$ cat config.mk
export PLATFORM = sky130hd
export DESIGN_NAME = vga_pixel_streamer
export DESIGN_NICKNAME = d
export VERILOG_FILES = /design/src/rtl/vga_pkg.sv /design/src/rtl/vga_sync_counter.sv /design/src/rtl/vga_pixel_streamer.sv
export SDC_FILE = /design/constraint.sdc
export NUM_CORES = 1
export LEC_CHECK = 0
export CAP_MARGIN = 20
export CORE_MARGIN = 5
export CORE_UTILIZATION = 30
export CTS_CLUSTER_SIZE = 40
export DETAILED_ROUTE_END_ITERATION = 8
export PLACE_DENSITY = 0.57
export SLEW_MARGIN = 20
export SYNTH_ARGS = -nofsm -noshare
export SYNTH_HDL_FRONTEND = slang
export SYNTH_SLANG_ARGS = --single-unit
$ cat constraint.sdc
create_clock -name clk -period 3.3 [get_ports clk]
set_input_delay 0.825 -clock clk [delete_from_list [all_inputs] [get_ports clk]]
set_output_delay 0.825 -clock clk [all_outputs]
set_load 0.02 [all_outputs]
$ cat src/rtl/vga_pkg.sv
// VGA 640x480@60 timing defaults and the sideband bundle carried down the pixel pipeline.
package vga_pkg;

  localparam int unsigned VGA_H_VISIBLE = 640;
  localparam int unsigned VGA_H_FP      = 16;
  localparam int unsigned VGA_H_SYNC    = 96;
  localparam int unsigned VGA_H_BP      = 48;
  localparam int unsigned VGA_V_VISIBLE = 480;
  localparam int unsigned VGA_V_FP      = 10;
  localparam int unsigned VGA_V_SYNC    = 2;
  localparam int unsigned VGA_V_BP      = 33;

  localparam int unsigned VGA_H_TOTAL = VGA_H_VISIBLE + VGA_H_FP + VGA_H_SYNC + VGA_H_BP;
  localparam int unsigned VGA_V_TOTAL = VGA_V_VISIBLE + VGA_V_FP + VGA_V_SYNC + VGA_V_BP;

  localparam logic VGA_SYNC_ACTIVE = 1'b0;

  typedef struct packed {
    logic vis;
    logic hs;
    logic vs;
    logic win;
    logic fs;
  } sideband_t;

  function automatic logic sync_level(input logic active, input logic polarity);
    return active ? polarity : ~polarity;
  endfunction

endpackage

$ cat src/rtl/vga_sync_counter.sv
// Free-running h/v raster counters with stage-0 decode of visible, sync, image window and frame start.
module vga_sync_counter
  import vga_pkg::*;
#(
  parameter int unsigned H_VISIBLE = VGA_H_VISIBLE,
  parameter int unsigned H_FP      = VGA_H_FP,
  parameter int unsigned H_SYNC    = VGA_H_SYNC,
  parameter int unsigned H_BP      = VGA_H_BP,
  parameter int unsigned V_VISIBLE = VGA_V_VISIBLE,
  parameter int unsigned V_FP      = VGA_V_FP,
  parameter int unsigned V_SYNC    = VGA_V_SYNC,
  parameter int unsigned V_BP      = VGA_V_BP,
  parameter int unsigned IMG_W     = 160,
  parameter int unsigned IMG_H     = 120,
  parameter int unsigned IMG_X0    = 240,
  parameter int unsigned IMG_Y0    = 180,
  localparam int unsigned H_TOTAL  = H_VISIBLE + H_FP + H_SYNC + H_BP,
  localparam int unsigned V_TOTAL  = V_VISIBLE + V_FP + V_SYNC + V_BP,
  localparam int unsigned HW       = $clog2(H_TOTAL),
  localparam int unsigned VW       = $clog2(V_TOTAL)
) (
  input  logic          clk_i,
  input  logic          rst_ni,
  output logic [HW-1:0] h_o,
  output logic [VW-1:0] v_o,
  output sideband_t     sb_o
);

  localparam logic [HW-1:0] H_LAST    = HW'(H_TOTAL - 1);
  localparam logic [HW-1:0] H_VIS_END = HW'(H_VISIBLE);
  localparam logic [HW-1:0] HS_START  = HW'(H_VISIBLE + H_FP);
  localparam logic [HW-1:0] HS_END    = HW'(H_VISIBLE + H_FP + H_SYNC);
  localparam logic [HW-1:0] WX_START  = HW'(IMG_X0);
  localparam logic [HW-1:0] WX_END    = HW'(IMG_X0 + IMG_W);
  localparam logic [VW-1:0] V_LAST    = VW'(V_TOTAL - 1);
  localparam logic [VW-1:0] V_VIS_END = VW'(V_VISIBLE);
  localparam logic [VW-1:0] VS_START  = VW'(V_VISIBLE + V_FP);
  localparam logic [VW-1:0] VS_END    = VW'(V_VISIBLE + V_FP + V_SYNC);
  localparam logic [VW-1:0] WY_START  = VW'(IMG_Y0);
  localparam logic [VW-1:0] WY_END    = VW'(IMG_Y0 + IMG_H);

  logic [HW-1:0] h_q, h_d;
  logic [VW-1:0] v_q, v_d;

  always_comb begin
    h_d = h_q + HW'(1);
    v_d = v_q;
    if (h_q == H_LAST) begin
      h_d = '0;
      v_d = (v_q == V_LAST) ? '0 : v_q + VW'(1);
    end
  end

  always_ff @(posedge clk_i or negedge rst_ni) begin
    if (!rst_ni) begin
      h_q <= '0;
      v_q <= '0;
    end else begin
      h_q <= h_d;
      v_q <= v_d;
    end
  end

  always_comb begin
    sb_o.vis = (h_q < H_VIS_END) && (v_q < V_VIS_END);
    sb_o.hs  = (h_q >= HS_START) && (h_q < HS_END);
    sb_o.vs  = (v_q >= VS_START) && (v_q < VS_END);
    sb_o.win = (h_q >= WX_START) && (h_q < WX_END) && (v_q >= WY_START) && (v_q < WY_END);
    sb_o.fs  = (h_q == '0) && (v_q == '0);
  end

  assign h_o = h_q;
  assign v_o = v_q;

endmodule

$ cat src/rtl/vga_pixel_streamer.sv
// VGA raster source: fetches the stored image from a synchronous frame buffer and emits
// colour with visible/hsync/vsync/frame_start aligned, three cycles behind the raster counters.
module vga_pixel_streamer
  import vga_pkg::*;
#(
  parameter int unsigned H_VISIBLE    = VGA_H_VISIBLE,
  parameter int unsigned H_FP         = VGA_H_FP,
  parameter int unsigned H_SYNC       = VGA_H_SYNC,
  parameter int unsigned H_BP         = VGA_H_BP,
  parameter int unsigned V_VISIBLE    = VGA_V_VISIBLE,
  parameter int unsigned V_FP         = VGA_V_FP,
  parameter int unsigned V_SYNC       = VGA_V_SYNC,
  parameter int unsigned V_BP         = VGA_V_BP,
  parameter logic        SYNC_ACTIVE  = VGA_SYNC_ACTIVE,
  parameter int unsigned IMG_W        = 160,
  parameter int unsigned IMG_H        = 120,
  parameter int unsigned IMG_X0       = 240,
  parameter int unsigned IMG_Y0       = 180,
  parameter logic [7:0]  BORDER_COLOR = 8'h00,
  parameter int unsigned ADDR_W       = $clog2(IMG_W * IMG_H)
) (
  input  logic              clk,
  input  logic              rst_n,
  output logic [ADDR_W-1:0] mem_addr,
  input  logic [7:0]        mem_rdata,
  output logic [7:0]        pix_color,
  output logic              visible,
  output logic              hsync,
  output logic              vsync,
  output logic              frame_start
);

  localparam int unsigned HW = $clog2(H_VISIBLE + H_FP + H_SYNC + H_BP);
  localparam int unsigned VW = $clog2(V_VISIBLE + V_FP + V_SYNC + V_BP);

  if ((IMG_X0 + IMG_W > H_VISIBLE) || (IMG_Y0 + IMG_H > V_VISIBLE)) begin : g_window_check
    $error("vga_pixel_streamer: image window exceeds the visible area");
  end

  sideband_t         sb0, sb1_q, sb2_q;
  logic [HW-1:0]     h_unused;
  logic [VW-1:0]     v_unused;
  logic [ADDR_W-1:0] addr_base;
  logic [ADDR_W-1:0] addr_cnt_q, addr_cnt_d;
  logic [ADDR_W-1:0] mem_addr_q, mem_addr_d;
  logic [7:0]        pix_q, pix_d;
  logic              vis_q, hs_q, vs_q, fs_q;

  vga_sync_counter #(
    .H_VISIBLE (H_VISIBLE),
    .H_FP      (H_FP),
    .H_SYNC    (H_SYNC),
    .H_BP      (H_BP),
    .V_VISIBLE (V_VISIBLE),
    .V_FP      (V_FP),
    .V_SYNC    (V_SYNC),
    .V_BP      (V_BP),
    .IMG_W     (IMG_W),
    .IMG_H     (IMG_H),
    .IMG_X0    (IMG_X0),
    .IMG_Y0    (IMG_Y0)
  ) u_sync (
    .clk_i  (clk),
    .rst_ni (rst_n),
    .h_o    (h_unused),
    .v_o    (v_unused),
    .sb_o   (sb0)
  );

  // Clearing at frame start must still let a corner window use address 0 on the same cycle.
  always_comb begin
    addr_base  = sb0.fs ? '0 : addr_cnt_q;
    addr_cnt_d = addr_base;
    mem_addr_d = mem_addr_q;
    if (sb0.win) begin
      mem_addr_d = addr_base;
      addr_cnt_d = addr_base + ADDR_W'(1);
    end
  end

  // The frame buffer's own output register is the second stage, so mem_rdata lines up with sb2_q.
  always_comb begin
    pix_d = 8'h00;
    if (sb2_q.vis) begin
      pix_d = sb2_q.win ? mem_rdata : BORDER_COLOR;
    end
  end

  always_ff @(posedge clk or negedge rst_n) begin
    if (!rst_n) begin
      sb1_q      <= '0;
      sb2_q      <= '0;
      addr_cnt_q <= '0;
      mem_addr_q <= '0;
      pix_q      <= '0;
      vis_q      <= 1'b0;
      hs_q       <= ~SYNC_ACTIVE;
      vs_q       <= ~SYNC_ACTIVE;
      fs_q       <= 1'b0;
    end else begin
      sb1_q      <= sb0;
      sb2_q      <= sb1_q;
      addr_cnt_q <= addr_cnt_d;
      mem_addr_q <= mem_addr_d;
      pix_q      <= pix_d;
      vis_q      <= sb2_q.vis;
      hs_q       <= sync_level(sb2_q.hs, SYNC_ACTIVE);
      vs_q       <= sync_level(sb2_q.vs, SYNC_ACTIVE);
      fs_q       <= sb2_q.fs;
    end
  end

  assign mem_addr    = mem_addr_q;
  assign pix_color   = pix_q;
  assign visible     = vis_q;
  assign hsync       = hs_q;
  assign vsync       = vs_q;
  assign frame_start = fs_q;

endmodule

# After elaboration in Yosys (flattened, before gate mapping)
# Cells that the tools add are included.
# Widths: inputs -> output; s select.
# totals
reg_bits,72
output_inout_bits,27
wordCells,51
# classes
addsub,3
n_lt_le_gt_ge,10
eq_ne,2
mux,8
n_reduce_logical,9
# ops
operator,count
$lt 10x9->1 const B,4
$mux 15,2
$add 10x1->10 const B,2
$eq 10x10->1 const B,2
$ge 10x8->1 const B,2
$logic_not 10->1,2
$lt 10x10->1 const B,2
$mux 10,2
$mux 8,2
$add 15x1->15 const B,1
$ge 10x10->1 const B,1
$ge 10x9->1 const B,1
$logic_and 1x1->1,7
$mux 1,2

# Logic depth before layout (Yosys ltp)
# depth
ltp_word,5
mapped_depth,10
depth_no_buf,10

# Modules after synthesis
# From an unflattened synthesis, not the netlist that was laid out.
# hier_totals
hier_cells,291
hier_area_um2,3099.2
# modules_own_cells
module,n_inst,cells_each,area_per_inst_um2,seq_area_each_um2
vga_pixel_streamer,1,167,1989.4,1303.8
vga_sync_counter,1,124,1109.8,500.5

# Least setup slack after synthesis
# OpenSTA, ideal clock, no wires.
# synth_path
kind,reg-to-reg
startpoint,reg u_sync.h_q[0] (netlist: u_sync.h_o[0])
endpoint,reg addr_cnt_q[14]
arrival_ps,1983
slack_ps,1238
stages_incl_launch_ff,11
path_buffers,0
period_less_slack_ps,2062
cell_sequence,dfrtp_1 > inv_1 > ha_1 > nor4b_2 > nand4_2 > o21a_1 > ha_1 > and3_1 > nand4_1 > nor4_1 > mux2i_1
# synth_via
elab_chain_len,5
word_cells_on_any_way,10
classes_between,1 x add/sub; 2 x order compare; 2 x mux; 5 x reduce/logical
# synth_rtl
item,line,rtl
start: declaration,vga_sync_counter.sv:42,"logic [HW-1:0] h_q, h_d;"
start signal: assignment,vga_sync_counter.sv:56,h_q <= '0;
start signal: assignment,vga_sync_counter.sv:59,h_q <= h_d;
$logic_not 10->1,vga_sync_counter.sv:69,sb_o.fs = (h_q == '0) && (v_q == '0);
$logic_and 1x1->1,vga_sync_counter.sv:69,
$mux 15,vga_pixel_streamer.sv:72,addr_base = sb0.fs ? '0 : addr_cnt_q;
named net addr_base[0],vga_pixel_streamer.sv:43,logic [ADDR_W-1:0] addr_base;
$add 15x1->15,vga_pixel_streamer.sv:77,addr_cnt_d = addr_base + ADDR_W'(1);
$mux 15,vga_pixel_streamer.sv:75,if (sb0.win) begin
named net addr_cnt_d[14],vga_pixel_streamer.sv:44,"logic [ADDR_W-1:0] addr_cnt_q, addr_cnt_d;"
end signal: assignment,vga_pixel_streamer.sv:103,addr_cnt_q <= addr_cnt_d;
end: declaration,vga_pixel_streamer.sv:44,
# The timed path passes the listed nets, and every way through them passes these cells.
# A chain may end at the register's enable or synchronous reset.

# Worst setup path after layout
# Same ends and word-level chain as after synthesis.

==> reports/metrics.cfg <==
[status]
outcome = completed

[clock_network]
cts_setup_buffers = 0
cts_resized = 0
ctsRootBufferMaster = clkbuf_16
h-tree-depth = 3
postCtsHoldBufs = 0
numCtsBuffers = 9
cts_tree = built
cts.sinks = 72
cts_buffer_depth = 2
clkTransAtPathRegs_ns = 0.06
clk_latency_ns = 0.33

[power]
irDropWorstVdd_mv = 0.209
p_leak_uw = 0.00181
power_density_mw_per_mm2 = 452

[yosys]
ys_seq_area_share_pct = 50.2
ys.warnings.count = 0
synth-edff-count = 0
postSynthAreaPerCell_sq_um = 11.0
synth_cell_types = 51
netlist_instances = 326
syn_nets = 341
ys_ff_latch = 72
ys.flop_type = dfrtp_1
async_flop_share_pct = 100
syn_area_sq_mm = 0.00359

[placement]
hpwl_um = 5060
port_buffers = 36
place_congestion = 0.794

[drt]
vias = 2540
wl_um = 7480
drtPass1Iterations = 4
drtIter0Drc = 231
ant_nets = 0
remaining_drc_errors = 0
vias_per_cell = 5.00
wl_per_cell_um = 14.7

[setup_path]
path_max_fanout = 15
crit_arrival_ns = 2.83
reg2regPathDepth = 11
cp-end-kind = register
slowest_delay_ns = 0.40
cp.required_ns = 3.56
path_class = reg -> reg
path_cells = inv_1 > ha_1 > nor4b_2 > nand4_2 > buf_4 > o21a_1 > ha_1 > and3_1 > nand4_1 > nor4_1 > mux2i_1
cp_slowest_cell = dfrtp_1
start_kind = register
worst_path_most_repeated_cell = ha_1

[layout]
fin_util_pct = 36.8
nFillCells = 1142
multi_input_area_sq_mm = 0.00154
antennaDiodeCount = 0
nNetsFinal = 371
syn_to_final_growth_pct = 21.5
ff_latch_area_sq_mm = 0.00180
drive_gt1_share_pct = 14.4

[hold_path]
hold_depth = 0
hold_path_class = reg -> reg

[grt]
grt_pass1_vias = 2513
use_met2_pct = 16.5
gr-total-overflow = 0
grt_max_degree = 43
track_usage_pct = 11.2
top_usage_layer = met2
antenna_found_initial = 0
met3_usage_pct = 3.80
grt_pass1_wl_um = 12900
use_met1_pct = 15.6

[floorplan]
rows = 40
ios = 37
start_util_pct = 30.3
die_y_um = 119
die_x_um = 119
dieArea_sq_mm = 0.0143
core-area_sq_mm = 0.0119

[timing]
max_freq_mhz = 389
worst_slew_pin_slew_ns = 0.728
hold_viol_final = 0
maxSlewViolCount = 0
min_period_over_period_pct = 77.9
maxSlewHeadroom_pct = 51.5
min_period_ns = 2.57
finalSetupViolations = 0
rsz0062_at_grt = false
setup_tns_ns = 0
skew_ns = 0.00596
timing.hold.ws_ns = 0.347

[job]
maxCapViolations = 0

==> sequential cells by signal, indices dropped and copies added (netlist names) <==
| register | cells |
|---|---|
| pix_color | 8 |
| frame_start | 1 |
| sb2_q | 5 |
| hsync | 1 |
| sb1_q | 5 |
| u_sync.v_o | 10 |
| addr_cnt_q | 15 |
| mem_addr | 15 |
| u_sync.h_o | 10 |
| visible | 1 |
| vsync | 1 |
==> cell families (layout without fill, tap and decap cells) <==
| group | Yosys count | after routing | synth area share, % |
|---|---|---|---|
| AOI/OAI and AO/OA | 49 | 49 | 9.09 |
| adders and majority gates | 5 | 5 | 1.74 |
| muxes | 28 | 28 | 7.90 |
| xor gates and xnor gates | 12 | 12 | 2.92 |
| DFF | 72 | 72 | 50.2 |
| and+or+nand+nor | 113 | 113 | 21.2 |
| buffers and inverters | 47 | 82 | 6.93 |
==> synth_stat cells, drive strengths merged, types with 11 or more instances <==
library cell | number | area (sq um)
and3 | 16 | 100
buf | 19 | 141
dfrtp | 70 | 1750
inv | 23 | 86.3
mux2i | 25 | 250
nand2 | 16 | 62.6
nand3 | 17 | 90.1
nand4 | 11 | 90.1
nor2 | 14 | 55.1
nor4 | 15 | 169
o21ai | 21 | 105
o21bai | 11 | 82.6
==> placed cells by master (no fill, tap or decap), types with 2 or more instances in the layout <==
master,instances
a21oi_1,5
a31oi_1,2
and2_1,4
and3_1,16
and4_1,6
buf_4,6
bufinv_16,2
clkbuf_16,9
clkdlybuf4s50_1,35
clkinv_4,2
clkinvlp_4,2
dfrtp_1,70
dfstp_2,2
ha_1,5
inv_1,23
mux2_2,3
mux2i_1,25
nand2_1,15
nand3_1,16
nand4_1,9
nor2_1,13
nor2b_1,2
nor3_1,5
nor4_1,3
nor4_2,12
nor4b_1,2
o21a_1,2
o21ai_0,7
o21ai_1,14
o21bai_1,11
xnor2_1,6
xor2_1,6
==> critical path: cells and delay by family (launching register included) <==
| kind | cells | cell delay (ns) |
|---|---|---|
| fa+ha+maj | 2 | 0.53 |
| mux | 1 | 0.22 |
| compound gates | 1 | 0.19 |
| buf+inv | 2 | 0.27 |
| simple gates | 5 | 0.89 |
| flops | 1 | 0.40 |
==> cell type report <==
cell class | instances | share of cell area [%]
sequential | 72 | 41.3
multi-input combinational | 207 | 35.3
timing repair buffer | 43 | 9.63
clock buffer | 10 | 5.47
tap | 147 | 4.21
clock inverter | 6 | 2.12
inverter | 23 | 1.98
==> layer usage <==
metal | vias to the layer above | wire (um)
li1 | 1223 | -
met1 | 1252 | 3690
met2 | 58 | 3410
met3 | 7 | 307
met4 | 0 | 74
met5 | - | 0
==> stage by stage <==
step,instance area (sq um),power [uW],setup WS (ns),instances
5_1_grt,4370,2050,0.508,508
2_1_floorplan,3590,899,1.24,326
3_3_place_gp,4040,930,0.910,492
4_1_cts,4370,2000,0.723,508
3_5_place_dp,4040,930,0.770,492
6_report,4370,1970,0.730,508
==> path summary, 6_finish.rpt <==
check / from / endpoint / slack [ns]
max: u_sync.h_o[0]$_DFF_PN0_ / addr_cnt_q[14]$_DFF_PN0_ / 0.73
min: sb1_q[1]$_DFF_PN0_ / sb2_q[1]$_DFF_PN0_ / 0.35
max reg2reg: u_sync.h_o[0]$_DFF_PN0_ / addr_cnt_q[14]$_DFF_PN0_ / 0.73
min reg2reg: sb1_q[1]$_DFF_PN0_ / sb2_q[1]$_DFF_PN0_ / 0.35
max in group asynchronous: rst_n / hsync$_DFF_PN1_ / 2.02
min in group asynchronous: rst_n / mem_addr[6]$_DFFE_PN0P_ / 0.55
==> report_power, final <==
| group | switching (uW) | internal, uW |
|---|---|---|
| logic | 18.2 | 11.0 |
| registers | 0 | 883 |
| clock network | 376 | 684 |
(Power assumes the default switching activity.)
